File: config.mk
export PLATFORM = sky130hd
export DESIGN_NAME = branch_resolver
export DESIGN_NICKNAME = d
export VERILOG_FILES = /design/src/rtl/branch_resolver_pkg.sv /design/src/rtl/branch_target_calc.sv /design/src/rtl/branch_resolver.sv
export SDC_FILE = /design/constraint.sdc
export NUM_CORES = 1
export LEC_CHECK = 0
export ABC_CLOCK_PERIOD_IN_PS = 6200
export CAP_MARGIN = 20
export CORE_MARGIN = 3
export CORE_UTILIZATION = 35
export CTS_CLUSTER_SIZE = 14
export DETAILED_ROUTE_END_ITERATION = 16
export SLEW_MARGIN = 0
export SYNTH_ARGS = -nofsm -noshare
export SYNTH_HDL_FRONTEND = slang
export SYNTH_SLANG_ARGS = --single-unit
File: constraint.sdc
create_clock -name clk -period 6.2 [get_ports clk]
set_input_delay 1.86 -clock clk [delete_from_list [all_inputs] [get_ports clk]]
set_output_delay 1.86 -clock clk [all_outputs]
set_load 0.02 [all_outputs]
File: src/rtl/branch_resolver_pkg.sv
// branch_resolver_pkg: shared types and constants for branch resolution
package branch_resolver_pkg;
    typedef enum logic [1:0] {IDLE, WAIT_COND, REDIRECT} state_e;
    typedef enum logic [1:0] {
        EXC_NONE           = 2'd0,
        EXC_ILLEGAL_BRANCH = 2'd1,
        EXC_MISALIGNED     = 2'd2
    } exc_cause_e;
    localparam int INSTR_BYTES = 4;
endpackage

File: src/rtl/branch_target_calc.sv
// branch_target_calc: taken target, fallthrough and target alignment for a PC-relative branch
module branch_target_calc
    import branch_resolver_pkg::*;
#(
    parameter int ADDR_WIDTH = 32,
    parameter int DATA_WIDTH = 32
) (
    input  logic [ADDR_WIDTH-1:0] pc_i,
    input  logic [DATA_WIDTH-1:0] imm_i,
    output logic [ADDR_WIDTH-1:0] target_o,
    output logic [ADDR_WIDTH-1:0] fallthrough_o,
    output logic                  misaligned_o
);
    assign target_o      = pc_i + imm_i[ADDR_WIDTH-1:0];
    assign fallthrough_o = pc_i + ADDR_WIDTH'(INSTR_BYTES);
    assign misaligned_o  = |target_o[1:0];
endmodule

File: src/rtl/branch_resolver.sv
// branch_resolver: resolves one conditional branch at a time from the comparator verdict,
// raising redirect, predictor-update and exception outputs.
module branch_resolver
    import branch_resolver_pkg::*;
#(
    parameter int ADDR_WIDTH = 32,
    parameter int DATA_WIDTH = 32,
    parameter int TAG_WIDTH  = 4
) (
    input  logic                  clk,
    input  logic                  rst_n,
    input  logic                  issue_valid,
    output logic                  issue_ready,
    input  logic [ADDR_WIDTH-1:0] issue_pc,
    input  logic [DATA_WIDTH-1:0] issue_imm,
    input  logic                  issue_pred_taken,
    input  logic [TAG_WIDTH-1:0]  issue_tag,
    input  logic                  cond_taken,
    input  logic                  cond_legal,
    input  logic                  cond_valid,
    input  logic                  flush,
    output logic                  redirect_valid,
    input  logic                  redirect_ready,
    output logic [ADDR_WIDTH-1:0] redirect_pc,
    output logic [TAG_WIDTH-1:0]  redirect_tag,
    output logic                  resolve_valid,
    output logic                  resolve_taken,
    output logic                  resolve_mispredict,
    output logic                  exc_valid,
    output logic [1:0]            exc_cause,
    output logic [TAG_WIDTH-1:0]  exc_tag
);
    state_e                state_q;
    logic [ADDR_WIDTH-1:0] pc_q;
    logic [DATA_WIDTH-1:0] imm_q;
    logic                  pred_q;
    logic [TAG_WIDTH-1:0]  tag_q;
    logic                  redirect_valid_q, resolve_valid_q, resolve_taken_q, resolve_mispredict_q, exc_valid_q;
    logic [ADDR_WIDTH-1:0] redirect_pc_q;
    logic [TAG_WIDTH-1:0]  redirect_tag_q, exc_tag_q;
    exc_cause_e            exc_cause_q;

    logic                  in_idle, resolving, mispredict, misaligned, cur_pred;
    logic [ADDR_WIDTH-1:0] cur_pc, target, fallthrough;
    logic [DATA_WIDTH-1:0] cur_imm;
    logic [TAG_WIDTH-1:0]  cur_tag;

    // In IDLE a same-cycle verdict resolves straight from the issue bus
    assign in_idle    = state_q == IDLE;
    assign cur_pc     = in_idle ? issue_pc : pc_q;
    assign cur_imm    = in_idle ? issue_imm : imm_q;
    assign cur_pred   = in_idle ? issue_pred_taken : pred_q;
    assign cur_tag    = in_idle ? issue_tag : tag_q;
    assign resolving  = cond_valid && ((in_idle && issue_valid) || state_q == WAIT_COND);
    assign mispredict = cond_taken ^ cur_pred;

    branch_target_calc #(.ADDR_WIDTH(ADDR_WIDTH), .DATA_WIDTH(DATA_WIDTH)) u_calc (
        .pc_i         (cur_pc),
        .imm_i        (cur_imm),
        .target_o     (target),
        .fallthrough_o(fallthrough),
        .misaligned_o (misaligned)
    );

    always_ff @(posedge clk) begin
        if (!rst_n) begin
            state_q              <= IDLE;
            pc_q                 <= '0;
            imm_q                <= '0;
            pred_q               <= 1'b0;
            tag_q                <= '0;
            redirect_valid_q     <= 1'b0;
            redirect_pc_q        <= '0;
            redirect_tag_q       <= '0;
            resolve_valid_q      <= 1'b0;
            resolve_taken_q      <= 1'b0;
            resolve_mispredict_q <= 1'b0;
            exc_valid_q          <= 1'b0;
            exc_cause_q          <= EXC_NONE;
            exc_tag_q            <= '0;
        end else begin
            resolve_valid_q <= 1'b0;
            exc_valid_q     <= 1'b0;
            if (in_idle && issue_valid) begin
                pc_q   <= issue_pc;
                imm_q  <= issue_imm;
                pred_q <= issue_pred_taken;
                tag_q  <= issue_tag;
            end
            if (flush) begin
                state_q          <= IDLE;
                redirect_valid_q <= 1'b0;
            end else if (resolving) begin
                state_q <= IDLE;
                if (!cond_legal || (cond_taken && misaligned)) begin
                    exc_valid_q <= 1'b1;
                    exc_cause_q <= cond_legal ? EXC_MISALIGNED : EXC_ILLEGAL_BRANCH;
                    exc_tag_q   <= cur_tag;
                end else begin
                    resolve_valid_q      <= 1'b1;
                    resolve_taken_q      <= cond_taken;
                    resolve_mispredict_q <= mispredict;
                    if (mispredict) begin
                        state_q          <= REDIRECT;
                        redirect_valid_q <= 1'b1;
                        redirect_pc_q    <= cond_taken ? target : fallthrough;
                        redirect_tag_q   <= cur_tag;
                    end
                end
            end else if (in_idle && issue_valid) begin
                state_q <= WAIT_COND;
            end else if (state_q == REDIRECT && redirect_ready) begin
                state_q          <= IDLE;
                redirect_valid_q <= 1'b0;
            end
        end
    end

    assign issue_ready        = in_idle;
    assign redirect_valid     = redirect_valid_q;
    assign redirect_pc        = redirect_pc_q;
    assign redirect_tag       = redirect_tag_q;
    assign resolve_valid      = resolve_valid_q;
    assign resolve_taken      = resolve_taken_q;
    assign resolve_mispredict = resolve_mispredict_q;
    assign exc_valid          = exc_valid_q;
    assign exc_cause          = exc_cause_q;
    assign exc_tag            = exc_tag_q;
endmodule

Yosys cells after proc, flatten, opt, wreduce, memory -nomap -nowiden
Cells that the tools add are included.
W data, S select, Z words.
Storage, ports and cells
  register bits: 118
  input bits: 77
  output and inout bits: 48
  logic and storage cells: 61
Cells by class
  add/sub/neg operators: 2
  equality and inequality tests: 5
  muxes and demuxes: 18
  bitwise logic cells: 5
  reduce and logical (&&, ||, !) cells: 17
Operators by type and width (count)
  $mux W32: 3
  $add A32 B3 Y32 const B: 1
  $add A32 B32 Y32: 1
  $mux W2: 6
  $mux W1: 8
  $reduce_and A4 Y1: 2
  $reduce_and A3 Y1: 2
  $logic_and A1 B1 Y1: 4
  $mux W4: 1
  $ne A2 B2 Y1 const B: 2
  $not A1 Y1: 4
  $reduce_or A2 Y1: 2
  $reduce_bool A3 Y1: 1
  $reduce_or A3 Y1: 1
  $eq A2 B1 Y1 const B: 1
  $eq A2 B2 Y1 const B: 1
  $logic_not A2 Y1: 1
  $logic_or A1 B1 Y1: 2
  $ne A2 B1 Y1 const B: 1
  $reduce_bool A2 Y1: 1
  $logic_not A1 Y1: 1
  $xor A1 B1 Y1: 1

Depth between registers and ports, before layout
Gate-level depths: netlist (run 1).
  depth in word-level cells: 8
  depth in mapped cells: 24
  gate-level depth less buffers: 16

By module
From an unflattened synthesis (run 1), not the netlist that was laid out.
Unflattened totals
  cell total of the unflattened synthesis: 945
  area, all modules: 8050.2 µm²
By module, submodules not included
  branch_resolver: times used 1, cells an instance 594, area each 5602.9 µm², sequential area each 2362.3 µm²
  branch_target_calc: times used 1, cells an instance 351, area each 2447.3 µm², sequential area each 0.0 µm²

Least setup slack after synthesis (run 1)
OpenSTA, ideal clock, no wires.
  path type: reg2reg
  start: register state_q[0]
  end: register redirect_pc_q[20], in the netlist redirect_pc[20]
  library setup time: 0.079 ns
  arrival: 4.378 ns
  required time: 6.121 ns
  slack: 1.743 ns
  cell stages (with the launch flop): 25
  path buffers: 8
  clock period less this slack: 4.457 ns
  cell sequence: dfxtp_1 or2_1 buf_6 inv_4 buf_6 buf_4 buf_4 buf_2 buf_2 buf_2 buf_2 nand2_1 nand2_1 ha_1 fa_1 a211oi_1 o21bai_1 a21oi_1 o21ai_2 a31oi_2 nor3b_1 o21ai_1 a311oi_1 nand4_1 o211ai_1
On the way
  word-level cells in the longest chain between the ends: 8
  elaborated cells between the ends (all ways): 17
  classes of those cells: add/sub: 2; eq/ne: 1; mux: 4; bitwise: 2; reduce/logical: 8
RTL lines
  start, declared: line branch_resolver.sv:33  | state_e state_q;
  start signal, assigned: line branch_resolver.sv:67  | state_q <= IDLE;
  start signal, assigned: line branch_resolver.sv:91  | state_q <= IDLE;
  start signal, assigned: line branch_resolver.sv:94  | state_q <= IDLE;
  $logic_not A2 Y1: line branch_resolver.sv:49  | assign in_idle = state_q == IDLE;
  $mux W32 (on tied branches): line branch_resolver.sv:50, branch_resolver.sv:51
  $add A32 B32 Y32: line branch_target_calc.sv:14  | assign target_o = pc_i + imm_i[ADDR_WIDTH-1:0];
  $reduce_or A2 Y1: line branch_target_calc.sv:16  | assign misaligned_o = |target_o[1:0];
  $logic_and A1 B1 Y1: line branch_resolver.sv:95  | if (!cond_legal || (cond_taken && misaligned)) begin
  $logic_or A1 B1 Y1: line branch_resolver.sv:95
  $not A1 Y1 (no source line)
  $reduce_and A4 Y1 (no source line)
  end signal, assigned: line branch_resolver.sv:106  | redirect_pc_q <= cond_taken ? target : fallthrough;
  end, declared: line branch_resolver.sv:39  | logic [ADDR_WIDTH-1:0] redirect_pc_q;
Several ways; a longest one is shown, not always the timed one.
A chain may end at the register's enable or synchronous reset.

Final worst setup path (run 1)
  start: input issue_pc[0]
  end: register redirect_pc_q[20], in the netlist redirect_pc[20]
On the way
  word-level cells in the longest chain between the ends: 7
  elaborated cells between the ends (all ways): 9
  classes of those cells: add/sub: 2; mux: 2; bitwise: 1; reduce/logical: 4
RTL lines
  start, declared: line branch_resolver.sv:14  | input logic [ADDR_WIDTH-1:0] issue_pc,
  $mux W32 (*): line branch_resolver.sv:50  | assign cur_pc = in_idle ? issue_pc : pc_q;
  $add A32 B32 Y32: line branch_target_calc.sv:14
  $reduce_or A2 Y1: line branch_target_calc.sv:16
  $logic_and A1 B1 Y1: line branch_resolver.sv:95
  $logic_or A1 B1 Y1: line branch_resolver.sv:95
  $not A1 Y1 (no source line)
  $reduce_and A4 Y1 (no source line)
Mark *: on every way between the ends. The rest lies on a longest branch, timed or not.

==> flow_summary_export.csv, run 1 <==
group,metric,value,unit
status,status,"completed",
min_path,min_from,"pc_q[27]$_SDFFE_PN0P_",
placement,place_inst,1442,
placement,gp_congestion,0.9159,
yosys,synth_edf_count,0,
yosys,synth_seq_cells,118,
timing,holdWs,451.6,ps
yosys,yosysSeqAreaShare,0.2966,
timing,setup_tns,0,ps
detailed_routing,vias,7677,
clock_network,ctsHtreeMaxLevel,4,
die,start_util,0.3605,
min_path,holdPathStages,2,
global_route,grt_use_met2,0.3126,
critical_path,critical_path_class,"in2reg",
global_route,grt_max_degree,81,
clock_network,cts_hold_buf,0,
yosys,synthArstFlopShare,0,
clock_network,clockBufferDepth,2,
yosys,synth.avg_cell_area,7.287,µm²
yosys,synth_commonest_cells,"nand2_1, a21oi_1, dfxtp_1, nor2_1, xnor2_1",
detailed_routing,drc,0,
global_route,grt_use_met1,0.2646,
timing,fin_crit_sh,0.7917,
yosys,synthTopCellsByArea,"dfxtp_1, nand2_1, a21oi_1, xnor2_1, mux2i_1",
timing,maxSlewViolCount,0,
detailed_routing,drt-initial-drc-count,450,
critical_path,critPathMaxFanout,4,
final_layout,diodes,0,
detailed_routing,antenna_left,0,
global_route,grt_first_pass_wirelength,38590,µm
min_path,hold_end,"pc_q[27]$_SDFFE_PN0P_",
global_route,grt_use_met3,0.03291,
critical_path,endpoint_kind,"flip-flop",
timing,worst_slew_pin_slew,1058,ps
final_layout,synthToLayoutAreaGrowth,25.48,%
final_layout,final_cells,1474,
clock_network,cts_root_buf,"clkbuf_16",
die,die-width,156.9,µm
global_route,grt.overflow.total,0,
min_path,min_path_type,"reg2reg",
timing,finalSetupViolations,0,
global_route,track_usage,0.1945,
final_layout,drive_above_1_share,0.07203,
yosys,syn_area,7965,µm²
clock_network,cts_setup_buffers,0,
critical_path,r2r_end,"redirect_pc[28]$_SDFFE_PN0P_",
clock_network,cts.sink_count,118,
critical_path,worst-r2r-setup-slack,1430,ps
global_route,grt_pass1_vias,7354,
pwr,cellPowerDensity,242.2,nW/µm²
die,ios,125,
critical_path,cp.arrival,5260,ps
clock_network,cts_buffers,17,
timing,relSlewSlack,0.2944,
pwr,ir_drop,161.2,µV
final_layout,n_fill_cell,2238,
detailed_routing,drt-total-wl,23860,µm
yosys,synth.largest_area_cell,"dfxtp_1",
die,rows,54,
critical_path,worst-r2r-cell-count,13,
global_route,busiest_layer,"met2",
critical_path,r2r_start,"state_q[1]$_SDFFE_PP0P_",
die,die_y,156.9,µm
yosys,synth.most_common_cell,"nand2_1",
detailed_routing,drt-wirelength-per-cell,16.19,µm
detailed_routing,drtPass1Iterations,5,
global_route,antenna_found_initial,0,
run,maxCapViolCount,0,
clock_network,clkTransAtPathRegs,60,ps
die,coreArea,22090,µm²
detailed_routing,drt-vias-per-instance,5.208,
critical_path,worstPathRequired,6550,ps
critical_path,startpoint_type,"input pin",
yosys,synth_top_cell_area_share,0.2966,
clock_network,clk_latency,420,ps
clock_network,cts_resized,0,
clock_network,cts_tree,"done",
final_layout,final_core_util,0.4524,
timing,min_period,4908,ps
yosys,syn_nets,1197,
timing,hold_viol_final,0,
yosys,yosysWarnings,0,
yosys,ys_types,78,
timing,fmax,203.7,MHz
timing,fin_skew,6.838,ps
final_layout,nets,1285,
yosys,synth_ff_type,"dfxtp_1",
placement,post-dp-hpwl,17130,µm
pwr,leakage,4.014,nW
yosys,syn_inst,1093,
placement,port_buffers,124,
die,dieArea,24600,µm²
timing,grt_setup_unrepaired,"false",
## power by group
part           switching [W]  internal [W]  total (W)
clock               0.000369      0.000692    0.00106
sequential         0.0000274      0.000793   0.000821
combinational       0.000306      0.000234   0.000540
## worst max-delay path, stage by stage
cell	delay (ps)
clkdlybuf4s50_1	440
nand2_1	70
nand2_1	70
ha_1	230
fa_1	420
a211oi_1	330
o21bai_1	140
a21oi_1	240
o21ai_2	140
a31oi_2	330
nor3b_1	250
o21ai_1	130
a311oi_1	360
nand4_1	130
o211ai_1	100
## cells in the final DEF, fill, tap and decap left out, types with 4 or more instances in the layout
cell	count
inv_1	21
bufinv_16	4
nor2_1	69
xor2_1	19
dfxtp_1	118
buf_4	10
o21ai_1	8
nand2_1	301
ha_1	26
a21o_1	14
a21oi_1	126
nand3_1	14
mux2_4	5
a31oi_1	11
and3_1	4
mux2i_1	35
xnor2_1	55
a211oi_1	21
clkbuf_16	17
o31ai_1	5
nor2b_1	6
and2_1	9
clkdlybuf4s50_1	123
o211ai_1	15
clkinvlp_4	5
nor3_1	18
o21ai_0	40
## through the flow
stage / power, W / worst slack (ps) / area [µm²]
after floorplan: 0.001208 / 1743 / 7965
after detailed placement: 0.001375 / 876.2 / 9361
after CTS: 0.002444 / 1290 / 9995
after global placement: 0.001370 / 921.3 / 9361
after global routing: 0.002545 / 922.8 / 9995
final: 0.002421 / 1292 / 9995
## worst max-delay path by stage
stage,slack (ps),endpoint,from,cells past startpoint
finish,1290,redirect_pc[20]$_SDFFE_PN0P_,issue_pc[0],15
global route,920,redirect_pc[20]$_SDFFE_PN0P_,issue_pc[0],15
CTS,1290,redirect_pc[20]$_SDFFE_PN0P_,issue_pc[0],15
detailed placement,880,redirect_pc[20]$_SDFFE_PN0P_,issue_pc[0],15
global placement,920,redirect_pc[20]$_SDFFE_PN0P_,issue_pc[0],15
floorplan,1740,redirect_pc[20]$_SDFFE_PN0P_,state_q[0]$_SDFFE_PP0P_,24
## cell type report
cell class	instances	area [µm²]	share of cell area
clock inverters	12	176.4	0.01765
inverters	23	88.84	0.008888
multi-input cells	886	5229	0.5232
clock buffers	20	456.7	0.04569
flip-flops and latches	118	2362	0.2364
well taps	280	350.3	0.03505
repair buffers	135	1331	0.1332
## sequential cells by signal, summed over array words and instances, names as in the netlist
name / flops
redirect_tag: 4
exc_cause: 2
pc_q: 32
redirect_valid: 1
exc_tag: 4
tag_q: 4
redirect_pc: 32
exc_valid: 1
state_q: 2
imm_q: 32
resolve_mispredict: 1
resolve_taken: 1
pred_q: 1
resolve_valid: 1
## per-layer routing
metal / share of wire / vias up
met2: 0.46 / 165
met1: 0.48 / 3551
met4: 0.024 / 0
met5: 0 / -
li1: - / 3929
met3: 0.040 / 32
## kinds of logic after synthesis
logic type / count (synthesis) / share of synthesized area
AOI/OAI and AO/OA: 277 / 0.2151
xor gates and xnor gates: 74 / 0.08137
adders and majority gates: 29 / 0.04603
buffers and inverters: 89 / 0.04838
DFF: 118 / 0.2966
muxes: 44 / 0.06220
and+or+nand+nor: 462 / 0.2504
(Power assumes the default switching activity.)
==> run 2, diff against run 1 <==
--- a/config.mk
+++ b/config.mk
@@ -5,7 +5,7 @@
 export SDC_FILE = /design/constraint.sdc
 export NUM_CORES = 1
 export LEC_CHECK = 0
-export ABC_CLOCK_PERIOD_IN_PS = 6200
+export ABC_CLOCK_PERIOD_IN_PS = 5000
 export CAP_MARGIN = 20
 export CORE_MARGIN = 3
 export CORE_UTILIZATION = 35
==> constraint.sdc (replaced) <==
create_clock -name clk -period 5 [get_ports clk]
set_input_delay 1.5 -clock clk [delete_from_list [all_inputs] [get_ports clk]]
set_output_delay 1.5 -clock clk [all_outputs]
set_load 0.02 [all_outputs]
==> flow_summary_export.csv, run 2 (synthesis results as in run 1) <==
group,metric,value,unit
critical_path,r2r_start,"state_q[1]$_SDFFE_PP0P_",
global_route,track_usage,0.1979,
global_route,grt_max_degree,57,
detailed_routing,drc,0,
final_layout,n_fill_cell,2196,
critical_path,worstPathRequired,5350,ps
pwr,power,0.002990,W
timing,maxSlewViolCount,0,
min_path,hold_end,"pc_q[1]$_SDFFE_PN0P_",
placement,port_buffers,124,
timing,fin_crit_sh,0.8998,
pwr,power.switching,0.0008663,W
critical_path,r2r_end,"redirect_pc[30]$_SDFFE_PN0P_",
critical_path,critical_path_class,"in2reg",
final_layout,design_area,10150,µm²
detailed_routing,drtPass1Iterations,5,
run,maxCapViolCount,0,
die,die_y,156.9,µm
critical_path,endpoint_kind,"flip-flop",
critical_path,cp.arrival,4840,ps
timing,finalSetupViolations,0,
global_route,grt.overflow.total,0,
min_path,holdPathStages,2,
timing,worst_slew_pin_slew,889.7,ps
pwr,p_comb_frac,0.228,
pwr,leakage,4.129,nW
critical_path,startpoint_type,"input pin",
clock_network,cts_buffers,17,
die,dieArea,24600,µm²
clock_network,cts_tree,"done",
final_layout,synthToLayoutAreaGrowth,27.44,%
placement,placed_area,9534,µm²
timing,fmax,222.3,MHz
clock_network,cts_resized,0,
final_layout,nets,1303,
detailed_routing,vias,7716,
timing,fin_skew,13.14,ps
final_layout,final_cell_mix,"nand2_1, a21oi_1, clkdlybuf4s50_1, dfxtp_1, nor2_1",
final_layout,drive_above_1_share,0.08588,
clock_network,clkTransAtPathRegs,60,ps
clock_network,clk_latency,420,ps
pwr,ir_drop,205.9,µV
global_route,grt_pass1_vias,7514,
timing,setup_tns,0,ps
timing,min_period,4499,ps
min_path,min_from,"pc_q[1]$_SDFFE_PN0P_",
die,ios,125,
final_layout,diodes,0,
pwr,cellPowerDensity,294.6,nW/µm²
detailed_routing,drt-vias-per-instance,5.175,
critical_path,critPathMaxFanout,4,
timing,grt_setup_unrepaired,"false",
clock_network,cts.sink_count,118,
placement,gp_congestion,0.9031,
global_route,antenna_found_initial,0,
min_path,min_path_type,"reg2reg",
clock_network,clockBufferDepth,2,
clock_network,ctsHtreeMaxLevel,4,
pwr,clkPwrFrac,0.433,
global_route,grt_first_pass_wirelength,39100,µm
detailed_routing,drt-initial-drc-count,441,
timing,hold_viol_final,0,
pwr,power_frac_seq,0.339,
pwr,p_int,0.002124,W
clock_network,cts_root_buf,"clkbuf_16",
detailed_routing,antenna_left,0,
detailed_routing,drt-total-wl,23970,µm
die,coreArea,22090,µm²
die,rows,54,
critical_path,worst-r2r-setup-slack,1040,ps
critical_path,worst-r2r-cell-count,16,
timing,relSlewSlack,0.4060,
final_layout,final_common_cell,"nand2_1",
status,status,"completed",
die,start_util,0.3605,
die,die-width,156.9,µm
detailed_routing,drt-wirelength-per-cell,16.08,µm
pwr,p_sw_frac,0.2897,
clock_network,cts_hold_buf,0,
clock_network,cts_setup_buffers,0,
placement,post-dp-hpwl,17400,µm
## run 2: through the flow
step	hold WS [ps]	setup slack [ps]	cells	utilization
floorplan	432.9	543.3	1093	-
global route	469.8	280.9	1491	0.4595
finish	452.2	500.9	1491	0.4595
global placement	439.9	132.2	1460	0.4315
detailed placement	446.8	76.62	1460	0.4315
CTS	454.5	492.2	1491	0.4595
## run 2: power groups by stage
| stage | Combinational, W | Clock [W] | Sequential (W) |
|---|---|---|---|
| 2_1_floorplan | 0.000462 | 0 | 0.00104 |
| 3_5_place_dp | 0.000680 | 0 | 0.00103 |
| 3_3_place_gp | 0.000678 | 0 | 0.00103 |
| 4_1_cts | 0.000685 | 0.00132 | 0.00101 |
| 5_1_grt | 0.000758 | 0.00137 | 0.00102 |
| 6_report | 0.000682 | 0.00129 | 0.00101 |
## run 2: layout make-up
type | count | area, µm² | area share
multi-input combinational | 886 | 5229 | 0.5151
sequential | 118 | 2362 | 0.2327
tap | 280 | 350.3 | 0.03451
clock buffer | 22 | 494.2 | 0.04869
timing repair buffer | 153 | 1504 | 0.1482
clock inverter | 9 | 122.6 | 0.01208
inverter | 23 | 88.84 | 0.008751
## run 2: layer usage
metal / vias to the layer above / GRT usage / part of all wire
li1: 3961 / - / -
met1: 3562 / 0.2653 / 0.47
met2: 167 / 0.3275 / 0.47
met3: 26 / 0.03595 / 0.043
met4: 0 / 0.05294 / 0.017
met5: - / 0 / 0
## run 2: worst max-delay path, cell delays in order
cell and delay, ps:
clkdlybuf4s50_1 430, nand2_1 70, nand2_1 70, ha_1 240, fa_1 420, a211oi_1 330, o21bai_1 140, a21oi_1 260
o21ai_2 130, a31oi_2 280, nor3b_1 240, o21ai_1 130, a311oi_1 350, nand4_1 140, o211ai_1 100
## run 2: worst max-delay path by stage
stage                       startpoint                      endpoint  slack, ps  depth (start not counted)
2_1_floorplan  state_q[0]$_SDFFE_PP0P_  redirect_pc[20]$_SDFFE_PN0P_        540                         24
3_3_place_gp               issue_pc[0]  redirect_pc[24]$_SDFFE_PN0P_        130                         16
3_5_place_dp               issue_pc[0]  redirect_pc[28]$_SDFFE_PN0P_         80                         16
4_1_cts                    issue_pc[0]  redirect_pc[20]$_SDFFE_PN0P_        490                         15
5_1_grt                    issue_pc[0]  redirect_pc[24]$_SDFFE_PN0P_        280                         16
6_report                   issue_pc[0]  redirect_pc[20]$_SDFFE_PN0P_        500                         15
==> run 3, diff against run 2 <==
--- a/config.mk
+++ b/config.mk
@@ -8,9 +8,10 @@
 export ABC_CLOCK_PERIOD_IN_PS = 5000
 export CAP_MARGIN = 20
 export CORE_MARGIN = 3
-export CORE_UTILIZATION = 35
+export CORE_UTILIZATION = 50
 export CTS_CLUSTER_SIZE = 14
 export DETAILED_ROUTE_END_ITERATION = 16
+export PLACE_DENSITY = 0.75
 export SLEW_MARGIN = 0
 export SYNTH_ARGS = -nofsm -noshare
 export SYNTH_HDL_FRONTEND = slang
==> flow_summary_export.csv, run 3 (synthesis results as in run 1) <==
group,metric,value,unit
detailed_routing,drt-vias-per-instance,5.570,
placement,dp_worst_setup_slack,161.2,ps
timing,fmax,225.6,MHz
global_route,antenna_found_initial,0,
placement,gp_congestion,0.9280,
critical_path,critPathMaxFanout,4,
detailed_routing,drt-initial-drc-count,548,
placement,post-dp-hpwl,15600,µm
timing,fin_skew,8.993,ps
critical_path,worst-r2r-cell-count,16,
final_layout,final_common_cell,"nand2_1",
timing,setup_slack,566.6,ps
critical_path,critical_path_class,"in2reg",
timing,finalSetupViolations,0,
timing,maxSlewViolCount,0,
global_route,grt_first_pass_wirelength,37000,µm
critical_path,cp.arrival,4780,ps
die,rows,45,
critical_path,worstPathRequired,5350,ps
pwr,p_comb_frac,0.216,
die,start_util,0.5182,
detailed_routing,vias,7887,
clock_network,clockBufferDepth,2,
timing,fin_crit_sh,0.8867,
min_path,holdPathStages,2,
timing,hold_viol_final,0,
global_route,grt.overflow.total,0,
die,ios,125,
die,coreArea,15370,µm²
critical_path,startpoint_type,"input pin",
clock_network,clkTransAtPathRegs,60,ps
min_path,min_path_type,"reg2reg",
pwr,cellPowerDensity,311.8,nW/µm²
detailed_routing,drc,0,
global_route,grt_max_degree,64,
detailed_routing,drt-total-wl,22800,µm
detailed_routing,drtPass1Iterations,5,
timing,min_period,4433,ps
clock_network,ctsHtreeMaxLevel,4,
clock_network,cts_tree,"done",
timing,setup_tns,0,ps
pwr,ir_drop,250.2,µV
clock_network,cts_resized,0,
die,dieArea,17480,µm²
final_layout,final_cell_mix,"nand2_1, a21oi_1, clkdlybuf4s50_1, dfxtp_1, nor2_1",
final_layout,synthToLayoutAreaGrowth,26.67,%
clock_network,clk_latency,420,ps
final_layout,drive_above_1_share,0.08050,
clock_network,cts.sink_count,118,
final_layout,final_core_util,0.6564,
detailed_routing,drt-wirelength-per-cell,16.10,µm
pwr,p_int,0.002275,W
die,die-width,132.2,µm
final_layout,n_fill_cell,1356,
clock_network,cts_buffers,17,
pwr,power_frac_seq,0.323,
pwr,clkPwrFrac,0.462,
timing,worst_slew_pin_slew,697.4,ps
pwr,p_sw_frac,0.2770,
clock_network,cts_root_buf,"clkbuf_16",
critical_path,endpoint_kind,"flip-flop",
clock_network,cts_setup_buffers,0,
final_layout,diodes,0,
status,status,"completed",
placement,port_buffers,124,
timing,grt_setup_unrepaired,"false",
clock_network,cts_hold_buf,0,
pwr,power.switching,0.0008714,W
die,die_y,132.2,µm
run,maxCapViolCount,0,
pwr,leakage,4.122,nW
final_layout,nets,1296,
detailed_routing,antenna_left,0,
global_route,track_usage,0.2572,
global_route,grt_pass1_vias,7571,
timing,relSlewSlack,0.5351,
==> run 3: cell count changes in the layout (fill, tap and decap cells not counted) <==
| cell | change |
|---|---|
| buf_4 | -7 |
| bufinv_16 | +4 |
| clkbuf_1 | +1 |
| clkbuf_8 | -4 |
| clkinv_2 | -3 |
| clkinv_4 | +1 |
| clkinvlp_4 | +2 |
==> run 3: final timing paths <==
check / start / end / slack, ps
min reg2reg: tag_q[3]$_SDFFE_PN0P_ / tag_q[3]$_SDFFE_PN0P_ / 450
min: tag_q[3]$_SDFFE_PN0P_ / tag_q[3]$_SDFFE_PN0P_ / 450
max reg2reg: state_q[1]$_SDFFE_PP0P_ / redirect_pc[30]$_SDFFE_PN0P_ / 1130
max: issue_pc[0] / redirect_pc[20]$_SDFFE_PN0P_ / 570
==> run 3: metrics by stage <==
step / instance area, µm² / power (W) / hold slack [ps] / std cells
2_1_floorplan: 7965 / 0.001498 / 432.9 / 1093
3_3_place_gp: 9375 / 0.001691 / 439.7 / 1383
3_5_place_dp: 9375 / 0.001701 / 446.1 / 1383
4_1_cts: 10070 / 0.003153 / 453.5 / 1415
5_1_grt: 10090 / 0.003274 / 468.8 / 1416
6_report: 10090 / 0.003146 / 452.5 / 1416
==> run 3: final cells by class <==
cell class              count  area (µm²)  share of cell area
clock buffers              19       442.9             0.04390
clock inverters            13       251.5             0.02493
inverters                  23       88.84            0.008805
multi-input cells         886        5229              0.5182
flip-flops and latches    118        2362              0.2341
well taps                 211       264.0             0.02617
repair buffers            146        1451              0.1438
==> run 3: metal layers <==
metal,track usage,wire (µm),vias up
li1,-,-,3946
met1,0.3322,10310,3624
met5,0,0,-
met2,0.4188,10390,272
met3,0.06718,1561,45
met4,0.08776,535,0
==> run 3: power groups by stage <==
stage / combinational [W] / clock (W) / sequential (W)
6_report: 0.000679 / 0.00145 / 0.00101
5_1_grt: 0.000750 / 0.00150 / 0.00102
4_1_cts: 0.000674 / 0.00146 / 0.00101
3_5_place_dp: 0.000667 / 0 / 0.00103
3_3_place_gp: 0.000658 / 0 / 0.00103
2_1_floorplan: 0.000462 / 0 / 0.00104
==> run 3: critical path, stage by stage <==
cell	delay, ps
clkdlybuf4s50_1	430
nand2_1	70
nand2_1	70
ha_1	230
fa_1	430
a211oi_1	300
o21bai_1	110
a21oi_1	230
o21ai_2	150
a31oi_2	310
nor3b_1	230
o21ai_1	130
a311oi_1	340
nand4_1	130
o211ai_1	100
